<file path="src/rtl/cart_dump.sv">
// MBC1 cartridge ROM dumper: walks every bank through the Game Boy bus and sends each byte as an 8N1 UART frame.
// Define CART_DUMP_CHECKSUM_EN to append a mod-256 sum frame; OFFSET_W narrows the per-bank window for short simulations.
module cart_dump #(
    parameter int CLKS_PER_BIT = 36,
    parameter int NUM_BANKS    = 4,
    parameter int READ_LATENCY = 2,
    parameter int OFFSET_W     = 14
) (
    input  logic        clockgb,
    input  logic        reset,
    input  logic        start,
    output logic        busy,
    output logic        done,
    output logic [15:0] address,
    output logic [7:0]  outdata,
    input  logic [7:0]  indata,
    output logic        load,
    output logic        store,
    output logic        UART_TX
);

    localparam int BAUD_W = (CLKS_PER_BIT > 1) ? $clog2(CLKS_PER_BIT) : 1;
    localparam int LAT_W  = (READ_LATENCY > 1) ? $clog2(READ_LATENCY) : 1;
    localparam logic [BAUD_W-1:0] BAUD_LAST   = BAUD_W'(CLKS_PER_BIT - 1);
    localparam logic [LAT_W-1:0]  LAT_LAST    = LAT_W'(READ_LATENCY - 1);
    localparam logic [1:0]        LAST_BANK   = 2'(NUM_BANKS - 1);
    localparam logic [13:0]       LAST_OFFSET = 14'((1 << OFFSET_W) - 1);

    typedef enum logic [2:0] {
        IDLE, SETBANK, SETTLE, READ, TX_START, TX_DATA, TX_STOP, FINISH
    } state_t;

    state_t            state;
    logic [1:0]        bank;
    logic [13:0]       offset;
    logic [BAUD_W-1:0] baud_cnt;
    logic [LAT_W-1:0]  lat_cnt;
    logic [2:0]        bit_idx;
    logic [7:0]        shreg;
`ifdef CART_DUMP_CHECKSUM_EN
    logic [7:0]        sum;
    logic              sum_frame;
`endif

    // Bank 0 must use the fixed 0x0000 window: MBC1 aliases bank 0 to bank 1 at 0x4000.
    function automatic logic [15:0] window(input logic [1:0] b, input logic [13:0] off);
        return (b == 2'd0) ? {2'b00, off} : (16'h4000 | {2'b00, off});
    endfunction

    always_ff @(posedge clockgb) begin
        if (reset) begin
            state    <= IDLE;
            busy     <= 1'b0;
            done     <= 1'b0;
            load     <= 1'b0;
            store    <= 1'b0;
            address  <= 16'h0000;
            outdata  <= 8'h00;
            UART_TX  <= 1'b1;
            bank     <= 2'd0;
            offset   <= 14'd0;
            baud_cnt <= '0;
            lat_cnt  <= '0;
            bit_idx  <= 3'd0;
`ifdef CART_DUMP_CHECKSUM_EN
            sum       <= 8'h00;
            sum_frame <= 1'b0;
`endif
        end else begin
            done <= 1'b0;
            case (state)
                IDLE: begin
                    if (start) begin
                        busy    <= 1'b1;
                        bank    <= 2'd0;
                        offset  <= 14'd0;
                        address <= 16'h0000;
                        load    <= 1'b1;
                        lat_cnt <= '0;
                        state   <= READ;
`ifdef CART_DUMP_CHECKSUM_EN
                        sum       <= 8'h00;
                        sum_frame <= 1'b0;
`endif
                    end
                end
                SETBANK: begin
                    store <= 1'b0;
                    state <= SETTLE;
                end
                SETTLE: begin
                    address <= window(bank, offset);
                    load    <= 1'b1;
                    lat_cnt <= '0;
                    state   <= READ;
                end
                READ: begin
                    if (lat_cnt == LAT_LAST) begin
                        shreg    <= indata;
                        load     <= 1'b0;
                        UART_TX  <= 1'b0;
                        baud_cnt <= '0;
                        state    <= TX_START;
`ifdef CART_DUMP_CHECKSUM_EN
                        sum <= sum + indata;
`endif
                    end else begin
                        lat_cnt <= lat_cnt + LAT_W'(1);
                    end
                end
                TX_START: begin
                    if (baud_cnt == BAUD_LAST) begin
                        baud_cnt <= '0;
                        UART_TX  <= shreg[0];
                        shreg    <= {1'b0, shreg[7:1]};
                        bit_idx  <= 3'd0;
                        state    <= TX_DATA;
                    end else begin
                        baud_cnt <= baud_cnt + BAUD_W'(1);
                    end
                end
                TX_DATA: begin
                    if (baud_cnt == BAUD_LAST) begin
                        baud_cnt <= '0;
                        if (bit_idx == 3'd7) begin
                            UART_TX <= 1'b1;
                            state   <= TX_STOP;
                        end else begin
                            bit_idx <= bit_idx + 3'd1;
                            UART_TX <= shreg[0];
                            shreg   <= {1'b0, shreg[7:1]};
                        end
                    end else begin
                        baud_cnt <= baud_cnt + BAUD_W'(1);
                    end
                end
                TX_STOP: begin
                    if (baud_cnt == BAUD_LAST) begin
                        baud_cnt <= '0;
`ifdef CART_DUMP_CHECKSUM_EN
                        if (sum_frame) begin
                            done  <= 1'b1;
                            busy  <= 1'b0;
                            state <= FINISH;
                        end else if (bank == LAST_BANK && offset == LAST_OFFSET) begin
                            shreg     <= sum;
                            sum_frame <= 1'b1;
                            UART_TX   <= 1'b0;
                            state     <= TX_START;
                        end else
`else
                        if (bank == LAST_BANK && offset == LAST_OFFSET) begin
                            done  <= 1'b1;
                            busy  <= 1'b0;
                            state <= FINISH;
                        end else
`endif
                        if (offset == LAST_OFFSET) begin
                            bank    <= bank + 2'd1;
                            offset  <= 14'd0;
                            address <= 16'h2000;
                            outdata <= {6'b000000, bank + 2'd1};
                            store   <= 1'b1;
                            state   <= SETBANK;
                        end else begin
                            offset  <= offset + 14'd1;
                            address <= window(bank, offset + 14'd1);
                            load    <= 1'b1;
                            lat_cnt <= '0;
                            state   <= READ;
                        end
                    end else begin
                        baud_cnt <= baud_cnt + BAUD_W'(1);
                    end
                end
                FINISH: begin
                    state <= IDLE;
                end
                default: begin
                    state <= IDLE;
                end
            endcase
        end
    end

endmodule

</file>
<file path="config.mk">
export PLATFORM = sky130hd
export DESIGN_NAME = cart_dump
export DESIGN_NICKNAME = d
export VERILOG_FILES = /design/src/rtl/cart_dump.sv
export SDC_FILE = /design/constraint.sdc
export NUM_CORES = 1
export LEC_CHECK = 0
export ABC_CLOCK_PERIOD_IN_PS = 3150
export BUFFER_PORTS_ARGS = -buffer_cell sky130_fd_sc_hd__buf_4
export CAP_MARGIN = 10
export CORE_AREA = 2 2 99 101
export DETAILED_ROUTE_END_ITERATION = 10
export DIE_AREA = 0 0 101 103
export GPL_ROUTABILITY_DRIVEN = 0
export SLEW_MARGIN = 5
export SYNTH_ARGS = -nofsm -noshare
export SYNTH_HDL_FRONTEND = slang
export SYNTH_SLANG_ARGS = --single-unit
</file>
<file path="constraint.sdc">
create_clock -name clockgb -period 3.15 [get_ports clockgb]
set_clock_uncertainty 0.05 [all_clocks]
set_input_delay 0.4725 -clock clockgb [delete_from_list [all_inputs] [get_ports clockgb]]
set_output_delay 0.4725 -clock clockgb [all_outputs]
set_load 0.05 [all_outputs]
</file>
==> impl.org, run 1 <==
** Final layout
- Final non-filler cell total :: 523
- Net count reported at finish :: 421
- Of the cells placed in the final design, the portion with a size suffix greater than 1 is 21.3%.
- After filler insertion, the fill cell instance count of the layout stands at 954.
- Compared with the post-synthesis result, the final layout area differs by 16.2%.
- The library cell used most frequently in the layout, excluding fill and tap cells, is sky130_fd_sc_hd__dfxtp_1.
- Most frequent cells in the layout :: sky130_fd_sc_hd__dfxtp_1, sky130_fd_sc_hd__nand2_1, sky130_fd_sc_hd__buf_4
- Diode count :: 0

** Clock tree
- Clock slew at reported path FFs :: 0.07 ns
- Clock tree from TritonCTS :: built
- Total number of clock tree sinks :: 59
- Inserted Clock Buffers :: 9
- After clock tree synthesis, the flow added hold-fix buffers numbering 0.
- After clock tree synthesis, the repair step resized 0 gates.
- H-tree depth :: 3
- CTS Root Cell :: sky130_fd_sc_hd__clkbuf_8
- The longest clock path from root to sink contains 2 buffers.
- Number of buffers inserted by post-CTS setup repair :: 0
- The clock reaches the later pin of the worst-skew pair after 0.34 ns.

** Logic synthesis
- Synth Area in Adders :: 2.36%
- Xor/xnor cell area share of the yosys netlist :: 1.38%
- The most used flip-flop cell after synthesis is sky130_fd_sc_hd__dfxtp_1.
- Of all cell types, the one taking the most synthesized area is sky130_fd_sc_hd__dfxtp_1.
- During synthesis, Yosys emitted a total of 0 warnings.
- Synth unique cells :: 60
- In this run, synthesis produced a sequential element count of 59.
- Portion of synthesized cell area occupied by the leading cell type :: 32.1%
- Of the post-synthesis cell area, the part taken by muxes is 3.82%.
- Leading post-synthesis cells by cell area :: sky130_fd_sc_hd__dfxtp_1, sky130_fd_sc_hd__edfxtp_1, sky130_fd_sc_hd__nand2_1
- Compound-Gate Fraction of Synth Area :: 21.3%
- Area fraction in and, or, nand and nor cells after synthesis :: 25.5%
- Averaged over all synthesized cells, the footprint is 8.46 um2.
- Netlist area before placement :: 0.00318 mm2
- Synthesis produced a netlist whose cell count is 376.
- The share of the Yosys chip area taken by registers is 39.7%.
- Number of synthesized flops with an enable pin :: 8
- Counting flops with an async set or reset pin after synthesis yields a share of 0%.
- After synthesis, the largest family of logic cells by area is simple AND/OR/NAND/NOR gates.

** Critical path
- Kind of launch point of the worst setup path :: flop
- Along the worst path, the maximum fanout reaches 12.
- For this design, the slowest cell found on the critical path is sky130_fd_sc_hd__or4_1.
- In this design, the stage delay of the slowest critical-path cell is 0.72 ns.
- For the worst flop-to-flop path, the logic depth is 6.
- The worst setup path is captured at a flop.
- Chain of cells forming the critical path :: ha_1 -> nand4_1 -> or4_1 -> o211ai_2 -> or2b_2 -> o31ai_1
- Origin of the critical flop-to-flop path :: offset[0]$_SDFFE_PP0P_
- Data on the critical path is required at its endpoint by 3.31 ns.
- End of the worst register-to-register path :: address[3]$_SDFFE_PP0P_
- Flop-to-flop setup slack :: 0.44 ns
- Critical Path AT :: 2.88 ns
- Category of the most critical setup path :: reg2reg

** Placement
- Detailed Place HPWL :: 5210 um
- During placement, the flow inserted port buffers numbering 32.
- Post-Place Cells :: 507

** Floorplanning
- The die is 103 um tall.
- In this run the standard cell core region covers 0.00946 mm2.
- Core Rows :: 36
- The die is 101 um wide.
- Pin placement for this block handled 40 I/O pins.
- Overall die area :: 0.0104 mm2
- Initial cell density of the core :: 33.6%

** Hold path
- Hold Startpoint :: indata[7]
- Hold Path Cell Cnt :: 2
- The worst hold path belongs to the class in2reg.
- The path with the worst hold slack has its endpoint at shreg[7]$_SDFFCE_PP0P_.

** STA
- Setup violations remaining at the end of the flow were counted as 0.
- Hold Worst Slack :: 0.376 ns
- Adding up every negative setup slack in the final design gives 0 ns.
- In the finished design, the share of the clock period the worst path needs comes to 86.2%.
- The worst path in the final design needs a cycle of 2.71 ns, including I/O delays and setup.
- Setup repair after global routing missed its margin :: false
- Final slew viol count :: 0
- Total count of hold-check failures in the final report :: 0
- Worst Tran Pin Value :: 0.633 ns
- Static timing analysis puts the maximum clock frequency at 368 MHz.
- Measured against its own limit, the worst slew margin works out to 57.4%.

** Route
- Post-DR wirelength/cell :: 14.1 um
- Routed vias :: 2793
- The first TritonRoute pass finished after 5 iterations.
- Once detail routing completed, the nets flagged for antenna violations numbered 0.
- In the routed layout, each cell is associated on average with a via count of 5.34.
- Starting DRT DRC Count :: 137
- Total routed wirelength :: 7370 um
- After detailed routing, the number of remaining DRC violations is 0.

** Flow run
- The tool flagged a number of max-cap violations equal to 0.

** Global routing
- The total overflow left after global routing is 0.
- The first global-routing pass estimated 12600 um of wire.
- Across every metal layer, demand over resource in global routing totals 15.3%.
- Entering global routing, the biggest net connects 37 pins.
- Number of antenna violations at the first check in global routing :: 0
- Number of global-route vias before repair :: 2590

** Power and ir drop
- Worst ir drop on vdd :: 0.000186 V
- For this design the static power due to leakage is 0.00134 uW.
- Dividing total power by cell area gives a power density of 442 mW/mm2.

** Run status
- The flow ran to the end, and the final reports show no timing, DRC or antenna violations.
-- critical path: cells and delay by family, from the launching register on --
kind / cells / cell delay (ns)
flops: 1 / 0.45
compound gates: 2 / 0.39
simple gates: 3 / 1.36
fa+ha+maj: 1 / 0.33
-- kinds of logic after synthesis --
kind of cell | Yosys count
DFF | 59
other | 1
xor gates and xnor gates | 5
AOI/OAI and AO/OA | 101
adders and majority gates | 6
buffers and inverters | 37
muxes | 11
and+or+nand+nor | 156
-- sequential cells by signal, indices dropped and copies added (netlist names), 2 cells and up --
| register | cells |
|---|---|
| address | 15 |
| bank | 2 |
| baud_cnt | 6 |
| bit_idx | 3 |
| offset | 14 |
| outdata | 2 |
| shreg | 8 |
| state | 3 |
-- metal layers --
layer	part of all wire (%)	wire length [um]	GRT usage, %	vias up
met2	49	3610	25.4	74
met5	0	0	0	-
met4	0.73	54	4.05	0
met1	45	3280	19.5	1293
li1	-	-	-	1418
met3	5.7	421	4.61	8
-- final cells by class --
type	count	area (um2)	area share, %
clock buffers	11	141	3.83
multi-input cells	286	1760	47.7
clock inverters	5	52.6	1.42
flip-flops and latches	59	1260	34.1
well taps	114	143	3.86
inverters	7	26.3	0.711
repair buffers	41	308	8.33
-- metrics by stage --
step,worst slack (ns),area (um2),utilization [%],power (uW)
floorplan,0.884,3200,-,931
global placement,0.545,3500,37.0,968
detailed placement,0.458,3500,37.0,970
CTS,0.436,3690,39.1,1660
global route,0.246,3690,39.1,1710
finish,0.436,3690,39.1,1630
-- cell usage after synthesis, drive strengths merged, types with 2 or more instances --
cell type	n
nor3	6
or3	2
ha	6
or4	5
buf	16
a211oi	2
inv	6
nor3b	2
a2bb2oi	4
nand2	45
nand2b	4
clkbuf	14
nor4	5
nand3b	3
nand4	12
a31oi	3
a21oi	33
a221oi	2
a311oi	4
nand3	21
and3	2
nor2b	7
mux2	9
nor2	30
or2	4
mux2i	2
xor2	4
a32o	2
o211ai	3
o21ai	30
edfxtp	8
o31ai	6
a22oi	3
and2	3
dfxtp	51
-- report_power, final --
part / internal [uW] / switching (uW)
Combinational: 52.6 / 116
Sequential: 772 / 11.9
Clock: 382 / 298
-- how the worst max path moves through the flow --
| stage | endpoint | startpoint | depth (start not counted) | slack [ns] |
|---|---|---|---|---|
| finish | address[3]$_SDFFE_PP0P_ | offset[0]$_SDFFE_PP0P_ | 6 | 0.44 |
| global placement | address[3]$_SDFFE_PP0P_ | offset[0]$_SDFFE_PP0P_ | 6 | 0.54 |
| floorplan | address[12]$_SDFFE_PP0P_ | offset[0]$_SDFFE_PP0P_ | 8 | 0.88 |
| detailed placement | address[3]$_SDFFE_PP0P_ | offset[0]$_SDFFE_PP0P_ | 6 | 0.46 |
| CTS | address[3]$_SDFFE_PP0P_ | offset[0]$_SDFFE_PP0P_ | 6 | 0.44 |
| global route | address[3]$_SDFFE_PP0P_ | offset[0]$_SDFFE_PP0P_ | 6 | 0.25 |
(Power assumes the default switching activity.)
==> run 2: changes to the inputs <==
- CORE_AREA: 2 2 99 101 -> 2 2 78 80
- DIE_AREA: 0 0 101 103 -> 0 0 80 82
- PLACE_DENSITY: unset -> 0.77
- RECOVER_POWER: unset -> 25
==> run 2 against run 1 <==
  * Routed wire length grew 0.34%
  * Flip-flop and latch count is the same
  * Register-to-register slack gained 0.02 ns
  * Critical path depth is the same
  * Clock power grew 8.8%
  * Cell area shrank 3.2%
  * Utilization grew 23 points
  * Critical path type unchanged
  * Largest power group unchanged
==> impl.org, run 2 (synthesized netlist as in run 1, its figures left out) <==
** Global routing
- The number of antenna violations at the first check in global routing came to 0 (unchanged).
- Total overflow reported by the global router :: 0 (unchanged)
- The wire length of the first global-routing pass was 12400 um (-1.8%).
- Total Routing Usage GR :: 24.4% (+9.0 points)
- The largest net degree at the start of global routing came to 37 (unchanged).
- Number of global-route vias before repair :: 2642 (+2.0%)

** Clock tree
- The maximum clock insertion buffer count came to 2 (unchanged).
- The tree is rooted in a sky130_fd_sc_hd__clkbuf_8.
- Number of buffers inserted by post-CTS setup repair :: 0 (unchanged)
- The clock transition at the registers of the reported paths came to 0.07 ns (about the same).
- The TritonCTS sink count was 59 (unchanged).
- Clock insertion delay at the later pin of the skew report :: 0.35 ns (about the same)
- The CTS H-tree depth was 3 (unchanged).
- Post-CTS Hold Buffers :: 0 (unchanged)
- The number of buffers inserted during clock tree synthesis was 9 (unchanged).
- Post-cts repair resize count :: 0 (unchanged)
- TritonCTS built the clock tree.

** Final layout
- Largest register FFs :: 15 (unchanged)
- Filler cell count in the final layout :: 531 (-44%)
- Area growth syn-to-layout :: 12.5%
- Ranked by flip-flop count, first place goes to address.
- The post-route standard cell area excluding fillers was 0.00358 mm2 (-3.2%).
- Registers with the most flip-flops :: address (15), offset (14), shreg (8)
- Most common cell after layout, fill and taps aside :: sky130_fd_sc_hd__dfxtp_1
- Final non-filler cell total :: 484 (-7.5%)
- The number of nets in the finished design was 421 (unchanged).
- Diode count :: 0 (unchanged)
- The layout cell share with drive strength beyond 1 was 15.4% (-5.9 points).
- In the layout the commonest cells are sky130_fd_sc_hd__dfxtp_1, sky130_fd_sc_hd__nand2_1, sky130_fd_sc_hd__a21oi_1.

** Route
- Post-DR wirelength/cell :: 15.3 um (+8.4%)
- The met3 layer wire length in the routed design was 435 um (+3.3%).
- The routed length on met1 came to 3240 um (-1.3%).
- Post-route DRC violation count :: 0 (unchanged)
- Routed vias :: 2922 (+4.6%)
- The detail-routed via count per cell came to 6.04 (+13%).
- Total routed wirelength :: 7390 um (+0.34%)
- The length of the first detailed-routing pass in iterations was 5 (unchanged).
- The residual antenna-violating net count after detailed routing came to 0 (unchanged).
- The total met2 wirelength after detailed routing is 3510 um (-2.9%).
- The first-iteration detailed-routing DRC count is 315 (+130%).
- The highest metal layer carrying signal wires in the routed design is met4.

** STA
- Fraction of the cycle the final worst path needs :: 85.7% (-0.52 points)
- Total count of hold-check failures in the final report :: 0 (unchanged)
- The max-slew violation count is 0 (unchanged).
- The minimum setup slack in the final design was 0.452 ns (+0.0163 ns).
- Maximum frequency from static timing analysis :: 371 MHz (+0.61%)
- Final setup fails :: 0 (unchanged)
- Accumulated negative setup slack :: 0 ns (unchanged)
- The final critical path time including I/O delays and setup came to 2.70 ns (-0.0163 ns).
- Hold Worst Slack :: 0.363 ns (-0.0127 ns)
- Setup repair after global routing left no endpoint under its margin.
- Worst slew margin relative to its limit :: 58.5% (+1.1 points)
- The slew at the pin closest to its max-slew limit came to 0.616 ns (-0.0163 ns).

** Placement
- The cell area after placement is 0.00345 mm2 (-1.4%).
- The port buffer count came to 32 (unchanged).
- Detailed Place HPWL :: 5070 um (-2.8%)
- The total placed cells including tap cells is 468 (-7.7%).
- Place WS :: 0.500 ns (+0.0418 ns)

** Critical path
- Delay-heaviest family, CP :: simple AND/OR/NAND/NOR gates
- The critical path in this run is classified as reg2reg.
- In this run the critical register-to-register path is launched from offset[0]$_SDFFE_PP0P_.
- Slowest-stage cell, CP :: sky130_fd_sc_hd__or4_1
- The worst path buffer plus inverter count is 0 (unchanged).
- Critical path required time :: 3.33 ns (+0.02 ns)
- Flop-to-flop setup slack :: 0.45 ns (+0.02 ns)
- Critical Path AT :: 2.87 ns (about the same)
- The worst register-to-register path ends at address[3]$_SDFFE_PP0P_.
- The path depth of the worst reg2reg path is 6 (unchanged).
- The largest driver fanout on the critical path was 12 (unchanged).
- Kind of launch point of the worst setup path :: flop
- Chain of cells forming the critical path :: ha_1 -> nand4_1 -> or4_1 -> o211ai_2 -> or2b_2 -> o31ai_1
- The highest cell delay on the worst timing path is 0.71 ns (about the same).
- Endpoint type of the worst setup path :: flop

** Hold path
- The path with the worst hold slack has its endpoint at shreg[7]$_SDFFCE_PP0P_.
- The worst hold path begins at indata[7].
- The instance count along the most critical hold path was 2 (unchanged).
- In this run the worst hold path is classified as in2reg.

** Floorplanning
- Initial cell density of the core :: 55.3% (+22 points)
- Die Height :: 82 um (-20%)
- The I/O pin count was 40 (unchanged).
- The full die area came to 0.00656 mm2 (-37%).
- Horizontal extent of the die :: 80 um (-21%)
- Area of the core :: 0.00575 mm2 (-39%)
- Core Rows :: 28 (-22%)

** Power and ir drop
- Leakage power :: 0.00125 uW (-6.8%)
- The total power density per cell area is 473 mW/mm2 (+7.1%).
- Worst ir drop on vdd :: 0.000263 V (+42%)

** Flow run
- Max cap viols :: 0 (unchanged)

** Run status
- The run finished with clean final reports.
==> run 2: cell count changes in the layout (fill, tap and decap cells not counted) <==
cell	previous run	this run
sky130_fd_sc_hd__clkinv_2	3	1
sky130_fd_sc_hd__clkbuf_1	1	23
sky130_fd_sc_hd__clkinv_1	1	3
sky130_fd_sc_hd__clkbuf_8	10	9
sky130_fd_sc_hd__buf_4	41	19
sky130_fd_sc_hd__bufinv_16	1	2
==> run 2: layout make-up <==
class	instances	area, um2	area share (%)
well taps	75	93.8	2.62
repair buffers	41	225	6.30
inverters	7	26.3	0.735
clock inverters	6	80.1	2.24
clock buffers	10	128	3.57
flip-flops and latches	59	1260	35.3
multi-input cells	286	1760	49.3
==> run 2: how the worst max path moves through the flow <==
stage                               endpoint              startpoint  cells past startpoint
floorplan           address[12]$_SDFFE_PP0P_  offset[0]$_SDFFE_PP0P_                      8
global placement     address[3]$_SDFFE_PP0P_  offset[0]$_SDFFE_PP0P_                      6
detailed placement   address[3]$_SDFFE_PP0P_  offset[0]$_SDFFE_PP0P_                      6
CTS                  address[3]$_SDFFE_PP0P_  offset[0]$_SDFFE_PP0P_                      6
global route         address[3]$_SDFFE_PP0P_  offset[0]$_SDFFE_PP0P_                      6
finish               address[3]$_SDFFE_PP0P_  offset[0]$_SDFFE_PP0P_                      6
==> run 2: power breakdown <==
| part | total [uW] | leakage (uW) | internal [uW] | switching, uW |
|---|---|---|---|---|
| registers | 783 | 0.000484 | 772 | 11.3 |
| logic | 169 | 0.000660 | 50.4 | 119 |
| clock network | 741 | 0.000101 | 438 | 303 |
| total | 1690 | 0.00125 | 1260 | 433 |
==> run 2: layer usage <==
metal  GRT usage, %  vias up
met3           4.29       22
met2           38.5      124
met4           13.9        0
met1           31.4     1349
met5              0        -
li1               -     1427
==> run 2: metrics by stage <==
stage	total power, uW	utilization, %
2_1_floorplan	931	-
3_3_place_gp	968	60.1
3_5_place_dp	970	60.1
4_1_cts	1700	63.7
5_1_grt	1750	62.3
6_report	1690	62.3
==> run 2: worst reg2reg max path, cell delays in order (launching register included) <==
cell,delay (ns)
sky130_fd_sc_hd__dfxtp_1,0.46
sky130_fd_sc_hd__ha_1,0.33
sky130_fd_sc_hd__nand4_1,0.27
sky130_fd_sc_hd__or4_1,0.71
sky130_fd_sc_hd__o211ai_2,0.27
sky130_fd_sc_hd__or2b_2,0.36
sky130_fd_sc_hd__o31ai_1,0.13
==> run 3: changes to the inputs <==
- CORE_AREA: 2 2 78 80 -> 2 2 82 76
- DIE_AREA: 0 0 80 82 -> 0 0 84 78
==> run 3 against run 2 <==
  * Routed wire length rose by 0.81%
  * Sequential share of layout area rose by 0.35 points
  * Die area fell by 0.12%
  * Register-to-register slack got worse by 0.07 ns
  * Maximum frequency fell by 2.6%
  * Flip-flop and latch count did not move
==> impl.org, run 3 (synthesized netlist as in run 1, its figures left out) <==
** Critical path
- STA classifies the critical path startpoint as a flop.
- Slowest-stage cell, CP :: sky130_fd_sc_hd__or4_1
- The required arrival time at the worst endpoint came to 3.31 ns (-0.02 ns).
- Flop-to-flop setup slack :: 0.38 ns (-0.07 ns)
- Endpoint type of the worst setup path :: flop
- The endpoint identified for the worst register-to-register timing path is address[3]$_SDFFE_PP0P_.
- The arrival time reported for the critical path endpoint is 2.94 ns (+0.07 ns).
- Category of the most critical setup path :: reg2reg
- The largest driver fanout on the critical path was 12 (unchanged).
- The path depth of the worst reg2reg path was 6 (unchanged).
- Origin of the critical flop-to-flop path :: offset[0]$_SDFFE_PP0P_
- Crit-path max cell delay :: 0.72 ns (about the same)
- Chain of cells forming the critical path :: ha_1 -> nand4_1 -> or4_1 -> o211ai_2 -> or2b_2 -> o31ai_1

** Clock tree
- The worst-skew pair later-pin latency is 0.35 ns (about the same).
- Total number of clock tree sinks :: 59 (unchanged)
- Number of buffers inserted by post-CTS setup repair :: 0 (unchanged)
- TritonCTS built the clock tree.
- Post-CTS Hold Buffers :: 0 (unchanged)
- Inserted Clock Buffers :: 9 (unchanged)
- The clock transition at the registers of the reported paths came to 0.06 ns (about the same).
- CTS Root Cell :: sky130_fd_sc_hd__clkbuf_8
- Post-cts repair resize count :: 0 (unchanged)
- The maximum clock insertion buffer count was 2 (unchanged).
- H-tree depth :: 3 (unchanged)

** Global routing
- Global-route wire length before repair :: 12200 um (-1.3%)
- Total Routing Usage GR :: 23.3% (-1.0 points)
- Largest net degree at the start of global routing :: 37 (unchanged)
- The number of antenna violations at the first check in global routing is 0 (unchanged).
- The number of global-route vias before repair came to 2556 (-3.3%).
- Total overflow reported by the global router :: 0 (unchanged)

** Final layout
- Design area :: 0.00354 mm2 (-0.98%)
- Register area :: 0.00126 mm2 (unchanged)
- Diode count :: 0 (unchanged)
- Most frequent cells in the layout :: sky130_fd_sc_hd__dfxtp_1, sky130_fd_sc_hd__nand2_1, sky130_fd_sc_hd__a21oi_1
- address holds more flip-flops than any other register.
- The number of cells in the finished layout apart from fillers came to 479 (-1.0%).
- Registers with the most flip-flops :: address (15), offset (14), shreg (8)
- The number of nets in the finished design is 422 (+0.24%).
- The layout cell share with drive strength beyond 1 was 15.6% (+0.24 points).
- The number of filler instances in the final layout was 508 (-4.3%).
- Largest register FFs :: 15 (unchanged)
- Footprint of the multi-input gates :: 0.00176 mm2 (-0.43%)
- From synthesis to final layout, the design area changed by 11.4%.
- The library cell used most frequently in the layout, excluding fill and tap cells, is sky130_fd_sc_hd__dfxtp_1.

** Route
- Post-DR wirelength/cell :: 15.6 um (+1.9%)
- Routed vias :: 2961 (+1.3%)
- Routed Antenna Nets :: 0 (unchanged)
- The length of the first detailed-routing pass in iterations came to 6 (+1).
- Via count normalized by instance count :: 6.18 (+2.4%)
- Total routed wirelength :: 7450 um (+0.81%)
- Starting DRT DRC Count :: 297 (-5.7%)
- The post-route DRC violation count was 0 (unchanged).

** STA
- Setup repair after global routing left no endpoint under its margin.
- Final setup fails :: 0 (unchanged)
- Shortest clock period the worst path allows after layout :: 2.77 ns (+0.0732 ns)
- Maximum frequency from static timing analysis :: 361 MHz (-2.6%)
- The final count of hold timing violations came to 0 (unchanged).
- The total negative slack for setup checks was 0 ns (unchanged).
- The worst slew slack as a fraction of its limit is 51.8% (-6.8 points).
- Worst Tran Pin Value :: 0.717 ns (+0.100 ns)
- Fraction of the cycle the final worst path needs :: 88.0% (+2.3 points)
- The max-slew violation count was 0 (unchanged).
- Hold Worst Slack :: 0.365 ns (+0.00203 ns)

** Floorplanning
- Core Rows :: 26 (-7.1%)
- Horizontal extent of the die :: 84 um (+5.0%)
- Area of the core :: 0.00563 mm2 (-2.0%)
- The chip height came to 78 um (-4.9%).
- Total I/O pin count :: 40 (unchanged)
- Initial cell density of the core :: 56.5% (+1.2 points)
- The full die area came to 0.00655 mm2 (-0.12%).

** Run status
- Status :: completed

** Hold path
- The startpoint identified for the worst hold timing path is indata[7].
- The path with the worst hold slack has its endpoint at shreg[7]$_SDFFCE_PP0P_.
- Hold Path Cell Cnt :: 2 (unchanged)
- The worst hold path belongs to the class in2reg.

** Power and ir drop
- The total power density per cell area was 446 mW/mm2 (-5.8%).
- Leakage power :: 0.00124 uW (about the same)
- The worst ir drop on vdd came to 0.000321 V (+22%).

** Placement
- The estimated wirelength of the detail-placed design came to 5160 um (+1.8%).
- Post-Place Cells :: 464 (-0.85%)
- The cell area after placement is 0.00345 mm2 (-0.18%).
- The port buffer count is 32 (unchanged).

** Flow run
- Max cap viols :: 0 (unchanged)
## run 3: cell count changes in the layout (fill, tap and decap cells not counted)
cell / before / now
sky130_fd_sc_hd__buf_4: 19 / 20
sky130_fd_sc_hd__clkinv_2: 1 / 2
sky130_fd_sc_hd__bufinv_16: 2 / 0
sky130_fd_sc_hd__clkinvlp_4: 1 / 0
sky130_fd_sc_hd__o41ai_1: 0 / 1
sky130_fd_sc_hd__clkinv_1: 3 / 1
sky130_fd_sc_hd__o41ai_2: 1 / 0
sky130_fd_sc_hd__clkbuf_8: 9 / 12
## run 3: metrics by stage
stage                     worst slack, ns  power (uW)  util [%]
after floorplan                     0.884         931         -
after global placement              0.588         967      61.2
after detailed placement            0.421         969      61.2
after CTS                           0.414        1590      64.4
after global routing                0.206        1630      62.9
final                               0.379        1580      62.9
## run 3: metal layers
metal  global-route usage (%)  share of wire, %  vias up
met4                     12.6               2.6        0
met1                     31.5                45     1372
li1                         -                 -     1429
met5                        0                 0        -
met2                     34.6                44      140
met3                     5.32               8.5       20
## run 3: power by group
group          switching [uW]  leakage [uW]  internal [uW]
clock                     287     0.0000953            343
combinational             118      0.000665           48.9
sequential               11.2      0.000484            772
## run 3: worst max-delay path by stage
| stage | start | cells after the start | slack [ns] | to |
|---|---|---|---|---|
| after global placement | offset[0]$_SDFFE_PP0P_ | 6 | 0.59 | address[3]$_SDFFE_PP0P_ |
| after global routing | offset[0]$_SDFFE_PP0P_ | 6 | 0.21 | address[3]$_SDFFE_PP0P_ |
| after CTS | offset[0]$_SDFFE_PP0P_ | 6 | 0.41 | address[3]$_SDFFE_PP0P_ |
| after detailed placement | offset[0]$_SDFFE_PP0P_ | 6 | 0.42 | address[3]$_SDFFE_PP0P_ |
| final | offset[0]$_SDFFE_PP0P_ | 6 | 0.38 | address[3]$_SDFFE_PP0P_ |
| after floorplan | offset[0]$_SDFFE_PP0P_ | 8 | 0.88 | address[12]$_SDFFE_PP0P_ |
## run 3: worst max-delay path: cells and delay by family (launching register included)
kind | cells | cell delay (ns)
compound gates | 2 | 0.42
fa+ha+maj | 1 | 0.32
flops | 1 | 0.46
simple gates | 3 | 1.38
## run 3: final cells by class
type	count	area share [%]
Clock buffer	13	4.77
Clock inverter	2	0.283
Inverter	7	0.742
Multi-Input combinational cell	286	49.6
Sequential cell	59	35.6
Tap cell	70	2.47
Timing Repair Buffer	42	6.57
